File: config.mk
export PLATFORM = sky130hd
export DESIGN_NAME = mdu_e
export DESIGN_NICKNAME = d
export VERILOG_FILES = /design/src/rtl/mdu_e.sv
export SDC_FILE = /design/constraint.sdc
export NUM_CORES = 1
export LEC_CHECK = 0
export ABC_AREA = 1
export CAP_MARGIN = 20
export CORE_MARGIN = 3
export CORE_UTILIZATION = 30
export DETAILED_ROUTE_END_ITERATION = 10
export PLACE_DENSITY = 0.54
export SLEW_MARGIN = 40
export SYNTH_ARGS = -nofsm -noshare
export SYNTH_HDL_FRONTEND = slang
export SYNTH_SLANG_ARGS = --single-unit
export TNS_END_PERCENT = 20
File: constraint.sdc
create_clock -name clk -period 3.1 [get_ports clk]
set_input_delay 0.62 -clock clk [delete_from_list [all_inputs] [get_ports clk]]
set_output_delay 0.62 -clock clk [all_outputs]
set_load 0.01 [all_outputs]
File: src/rtl/mdu_e.sv
// Iterative multiply/divide unit owning HI/LO; one bit per falling clock edge.
// Optional MDU_FAST_MUL_EN: single-cycle combinational multiply, divide unchanged.
module mdu_e #(
   parameter int WIDTH = 32
) (
   input  logic             clk,
   input  logic             rst_n,
   input  logic             start,
   input  logic [1:0]       op,
   input  logic [WIDTH-1:0] srca,
   input  logic [WIDTH-1:0] srcb,
   input  logic             mthi,
   input  logic             mtlo,
   input  logic             abort,
   output logic             busy,
   output logic             done,
   output logic [WIDTH-1:0] hi,
   output logic [WIDTH-1:0] lo
);
   localparam int CW = $clog2(WIDTH + 1);

   typedef enum logic [1:0] {IDLE, CALC, FIX} state_t;

   state_t             state_q, state_d;
   logic [1:0]         op_q, op_d;
   logic               sa_q, sa_d, sb_q, sb_d;
   logic               dz_q, dz_d;
   logic [CW-1:0]      cnt_q, cnt_d;
   logic [2*WIDTH-1:0] acc_q, acc_d;
   logic [WIDTH-1:0]   opb_q, opb_d;
   logic [WIDTH-1:0]   hi_q, hi_d, lo_q, lo_d;
   logic               done_q, done_d;

   logic               is_div, is_signed;
   logic [WIDTH-1:0]   mag_a, mag_b;
   logic [WIDTH:0]     msum, dtrial;
   logic [2*WIDTH-1:0] mul_next, div_next, prod_fix;
   logic [WIDTH-1:0]   quo_fix, rem_fix;

   assign is_div    = op[1];
   assign is_signed = ~op[0];
   assign mag_a     = (is_signed && srca[WIDTH-1]) ? -srca : srca;
   assign mag_b     = (is_signed && srcb[WIDTH-1]) ? -srcb : srcb;

   // Multiply: acc = {partial product, remaining multiplier bits}
   assign msum     = {1'b0, acc_q[2*WIDTH-1:WIDTH]} + {1'b0, opb_q};
   assign mul_next = acc_q[0] ? {msum, acc_q[WIDTH-1:1]} : {1'b0, acc_q[2*WIDTH-1:1]};

   // Divide: acc = {remainder, dividend bits shifting out / quotient bits shifting in}
   assign dtrial   = acc_q[2*WIDTH-1:WIDTH-1] - {1'b0, opb_q};
   assign div_next = dtrial[WIDTH] ? {acc_q[2*WIDTH-2:0], 1'b0}
                                   : {dtrial[WIDTH-1:0], acc_q[WIDTH-2:0], 1'b1};

   // Sign flags are only latched for signed ops, so fixups need no op decode here
   assign prod_fix = (sa_q ^ sb_q) ? -acc_q : acc_q;
   assign quo_fix  = (sa_q ^ sb_q) ? -acc_q[WIDTH-1:0] : acc_q[WIDTH-1:0];
   assign rem_fix  = sa_q ? -acc_q[2*WIDTH-1:WIDTH] : acc_q[2*WIDTH-1:WIDTH];

   always_comb begin
      state_d = state_q;
      op_d    = op_q;
      sa_d    = sa_q;
      sb_d    = sb_q;
      dz_d    = dz_q;
      cnt_d   = cnt_q;
      acc_d   = acc_q;
      opb_d   = opb_q;
      hi_d    = hi_q;
      lo_d    = lo_q;
      done_d  = 1'b0;
      case (state_q)
         IDLE: begin
            if (start) begin
               op_d  = op;
               sa_d  = is_signed & srca[WIDTH-1];
               sb_d  = is_signed & srcb[WIDTH-1];
               cnt_d = CW'(WIDTH);
               dz_d  = 1'b0;
               if (is_div && (srcb == '0)) begin
                  dz_d    = 1'b1;
                  acc_d   = {srca, {WIDTH{1'b1}}};
                  state_d = FIX;
               end else if (is_div) begin
                  opb_d   = mag_b;
                  acc_d   = {{WIDTH{1'b0}}, mag_a};
                  state_d = CALC;
               end else begin
`ifdef MDU_FAST_MUL_EN
                  opb_d   = mag_a;
                  acc_d   = {{WIDTH{1'b0}}, mag_a} * {{WIDTH{1'b0}}, mag_b};
                  state_d = FIX;
`else
                  opb_d   = mag_a;
                  acc_d   = {{WIDTH{1'b0}}, mag_b};
                  state_d = CALC;
`endif
               end
            end else begin
               if (mthi) hi_d = srca;
               if (mtlo) lo_d = srca;
            end
         end
         CALC: begin
            if (abort) begin
               state_d = IDLE;
            end else begin
               acc_d = op_q[1] ? div_next : mul_next;
               cnt_d = cnt_q - CW'(1);
               if (cnt_q == CW'(1)) state_d = FIX;
            end
         end
         FIX: begin
            state_d = IDLE;
            if (!abort) begin
               done_d = 1'b1;
               if (dz_q) begin
                  hi_d = acc_q[2*WIDTH-1:WIDTH];
                  lo_d = acc_q[WIDTH-1:0];
               end else if (op_q[1]) begin
                  hi_d = rem_fix;
                  lo_d = quo_fix;
               end else begin
                  hi_d = prod_fix[2*WIDTH-1:WIDTH];
                  lo_d = prod_fix[WIDTH-1:0];
               end
            end
         end
         default: state_d = IDLE;
      endcase
   end

   // State advances on the falling edge, in step with the pipeline registers
   always_ff @(negedge clk or negedge rst_n) begin
      if (!rst_n) begin
         state_q <= IDLE;
         op_q    <= '0;
         sa_q    <= 1'b0;
         sb_q    <= 1'b0;
         dz_q    <= 1'b0;
         cnt_q   <= '0;
         acc_q   <= '0;
         opb_q   <= '0;
         hi_q    <= '0;
         lo_q    <= '0;
         done_q  <= 1'b0;
      end else begin
         state_q <= state_d;
         op_q    <= op_d;
         sa_q    <= sa_d;
         sb_q    <= sb_d;
         dz_q    <= dz_d;
         cnt_q   <= cnt_d;
         acc_q   <= acc_d;
         opb_q   <= opb_d;
         hi_q    <= hi_d;
         lo_q    <= lo_d;
         done_q  <= done_d;
      end
   end

   assign busy = (state_q != IDLE);
   assign done = done_q;
   assign hi   = hi_q;
   assign lo   = lo_q;

endmodule

==> results.sh <==
export IMPL_outcome="finished, violations left"
export IMPL_failed_checks="setup timing"
export IMPL_synth_seq_cells=173
export IMPL_rsz0062_at_grt="true"
export IMPL_synthMostInstantiatedCell="nand2_1"
export IMPL_fin_cells=4867
export IMPL_powerDensity_nw_per_um2=1020
export IMPL_cp_arrival_ns=2.33
export IMPL_gp_congestion=1.01
export IMPL_grt_pass1_wl_um=150000
export IMPL_start_util=0.306
export IMPL_hold_path_depth=1
export IMPL_vias_per_cell=5.14
export IMPL_synthCells=3461
export IMPL_dpl_cell_count=4757
export IMPL_cp_required_ns=2.03
export IMPL_cts_root_buf="clkbuf_16"
export IMPL_cts_hold_fix_buffers=0
export IMPL_hold_violations=0
export IMPL_drive_gt1_frac=0.268
export IMPL_ys_types=48
export IMPL_regArea_um2=4330
export IMPL_ant_nets=0
export IMPL_io_pins=138
export IMPL_power_frac_seq=0.164
export IMPL_endpoint_kind="flip-flop"
export IMPL_syn_area_per_cell_um2=5.63
export IMPL_final_nets=4153
export IMPL_wl_per_cell_um=21.3
export IMPL_drcViolationCount=0
export IMPL_die_area_um2=68100
export IMPL_drtIter0Drc=2604
export IMPL_critical_path_class="in2reg"
export IMPL_cp_start_kind="primary input"
export IMPL_ir_drop_uv=530
export IMPL_cts_sinks=173
export IMPL_yosysSeqAreaShare=0.222
export IMPL_finalMaxSlewViolations=0
export IMPL_hold_start="cnt_q[3]"
export IMPL_syn2layout_area_growth_pct=45.3
export IMPL_yosys_warnings=0
export IMPL_worstMarginPinSlew_ns=0.764
export IMPL_grt_pass1_vias=23512
export IMPL_rows=92
export IMPL_drtPass1Iterations=6
export IMPL_htreeDepth=4
export IMPL_vias=24999
export IMPL_path_clk_slew_ns=0.05
export IMPL_core_um2=63700
export IMPL_crit_path_start="srcb[19]"
export IMPL_setup_viol=164
export IMPL_port_buffer_count=137
export IMPL_antenna_found_initial=1
export IMPL_synthTopCellsByCount="1120 x nand2_1, 488 x inv_1, 426 x nor2_1"
export IMPL_net_switching_power_mw=16.7
export IMPL_p_comb_frac=0.754
export IMPL_numCtsBuffers=17
export IMPL_power_mw=29.0
export IMPL_reg2reg_depth=17
export IMPL_synth_edf_count=0
export IMPL_grt_usage=0.299
export IMPL_synth_fp_nets=3605
export IMPL_p_leak_nw=14.4
export IMPL_grt_max_degree=119
export IMPL_wl_um=104000
export IMPL_path_max_fanout=6
export IMPL_overflow=0
export IMPL_num_fill_cells=6823
export IMPL_die_w_um=261
export IMPL_fin_ws_ns=-0.301
export IMPL_synth_area_top_cells="dfrtn_1 22%, nand2_1 22%, inv_1 9.4%"
export IMPL_yosysTopAreaCellShare=0.222
export IMPL_die_h_um=261
export IMPL_insertion_delay_ns=0.45
export IMPL_dp_hpwl_um=83900
export IMPL_fin_skew_ns=0.00733
export IMPL_relSlewSlack=0.490
export IMPL_clk_path_buf_depth=2
export IMPL_p_clk_frac=0.083
export IMPL_hold_path_class="reg2reg"
export IMPL_synth_largest_area_cell="dfrtn_1"
export IMPL_swShare=0.576
export IMPL_rr_startpoint="opb_q[17]"
export IMPL_multi_input_area_um2=14600
export IMPL_intPower_mw=12.3
export IMPL_synth_async_reset_ratio=1.00
export IMPL_yosys_most_used_dff="dfrtn_1"
export IMPL_syn_area_um2=19500
export IMPL_cts_tree="built"
export IMPL_drv_cap=0
==> path summary, 6_finish.rpt <==
kind,end,slack (ns)
worst max register to register,acc_q[34],0.07
worst max-delay path,acc_q[45],-0.30
min in group asynchronous,lo[22],1.49
worst min register to register,cnt_q[3],0.42
max in group asynchronous,acc_q[2],1.03
worst min-delay path,cnt_q[3],0.42
==> cells in the final DEF (no fill, tap or decap), types with 7 or more instances in the layout <==
cell	instances
nor2_4	42
o21ai_2	29
inv_4	8
inv_2	44
nand4_1	36
buf_2	79
clkdlybuf4s15_2	9
clkbuf_16	19
o31ai_4	27
dfrtn_1	173
inv_1	445
nand2_4	17
nand3_2	36
o211ai_1	10
nand2_2	77
ha_1	68
nand2_1	1041
nor2_1	364
buf_6	80
nand3_4	14
xor2_1	49
buf_4	414
a21oi_1	214
a31oi_1	27
nor2_2	38
o22ai_1	12
xnor2_1	11
nor3_1	24
buf_12	29
nand3_1	271
xor2_2	7
and2_1	12
o21ai_1	28
buf_16	10
o21ai_0	111
a21oi_2	21
==> kinds of logic after synthesis <==
| family | synth area share |
|---|---|
| simple gates | 0.427 |
| buf+inv | 0.126 |
| compound gates | 0.144 |
| flops | 0.222 |
| xor+xnor | 0.0341 |
| fa+ha+maj | 0.0470 |
==> area by class of cell <==
| class | count | area share |
|---|---|---|
| inverter | 503 | 0.0689 |
| clock inverter | 13 | 0.00676 |
| antenna | 1 | 0.0000883 |
| timing repair buffer | 651 | 0.202 |
| multi-input combinational | 2663 | 0.517 |
| clock buffer | 17 | 0.0150 |
| sequential | 173 | 0.153 |
| tap | 846 | 0.0374 |
==> power by group through the flow <==
stage	clock (mW)	sequential, mW	combinational [mW]
floorplan	0	4.41	12.7
global placement	0	4.73	20.5
detailed placement	0	4.73	20.5
CTS	2.41	4.70	21.1
global route	2.49	4.82	24.0
finish	2.40	4.75	21.9
==> flip-flops by register name, indices dropped and copies added (netlist names) <==
register,cells
dz_q,1
opb_q,32
cnt_q,6
done,1
sb_q,1
hi,32
sa_q,1
lo,32
state_q,2
acc_q,64
op_q,1
==> what timing repair did <==
item,4_1_cts,5_1_grt
pin swaps,150,129
endpoints found under the setup margin,233,231
resized for setup,739,379
buffers inserted,56,16
cloned,15,2
==> critical path: stages <==
cell	delay, ns
buf_2	0.12
nor2_4	0.13
nand3_2	0.11
nor2_4	0.16
nand3_4	0.11
nor3_4	0.17
nand2_2	0.10
buf_6	0.15
buf_12	0.15
buf_12	0.15
o31ai_2	0.20
nand2_1	0.08
nand2_1	0.06
==> per-layer routing <==
layer  vias up  global-route usage  wire, µm
li1      12115                   -         -
met4         0               0.166      6590
met3       250              0.0500      7520
met1     11537               0.393     44000
met2      1097               0.466     45600
met5         -                   0         0
==> through the flow <==
stage / cell area (µm²) / util / worst slack, ns / setup TNS, ns / hold WS [ns]
final: 28300 / 0.445 / -0.301 / -27.25 / 0.420
after floorplan: 19600 / - / -0.549 / -42.41 / 0.393
after global placement: 25000 / 0.392 / -1.33 / -162.92 / 0.425
after detailed placement: 25000 / 0.392 / -1.36 / -165.92 / 0.430
after global routing: 28300 / 0.445 / -0.397 / -37.44 / 0.462
after CTS: 27500 / 0.432 / -0.363 / -33.73 / 0.429
Note: power is estimated with default switching activity, not from simulation.
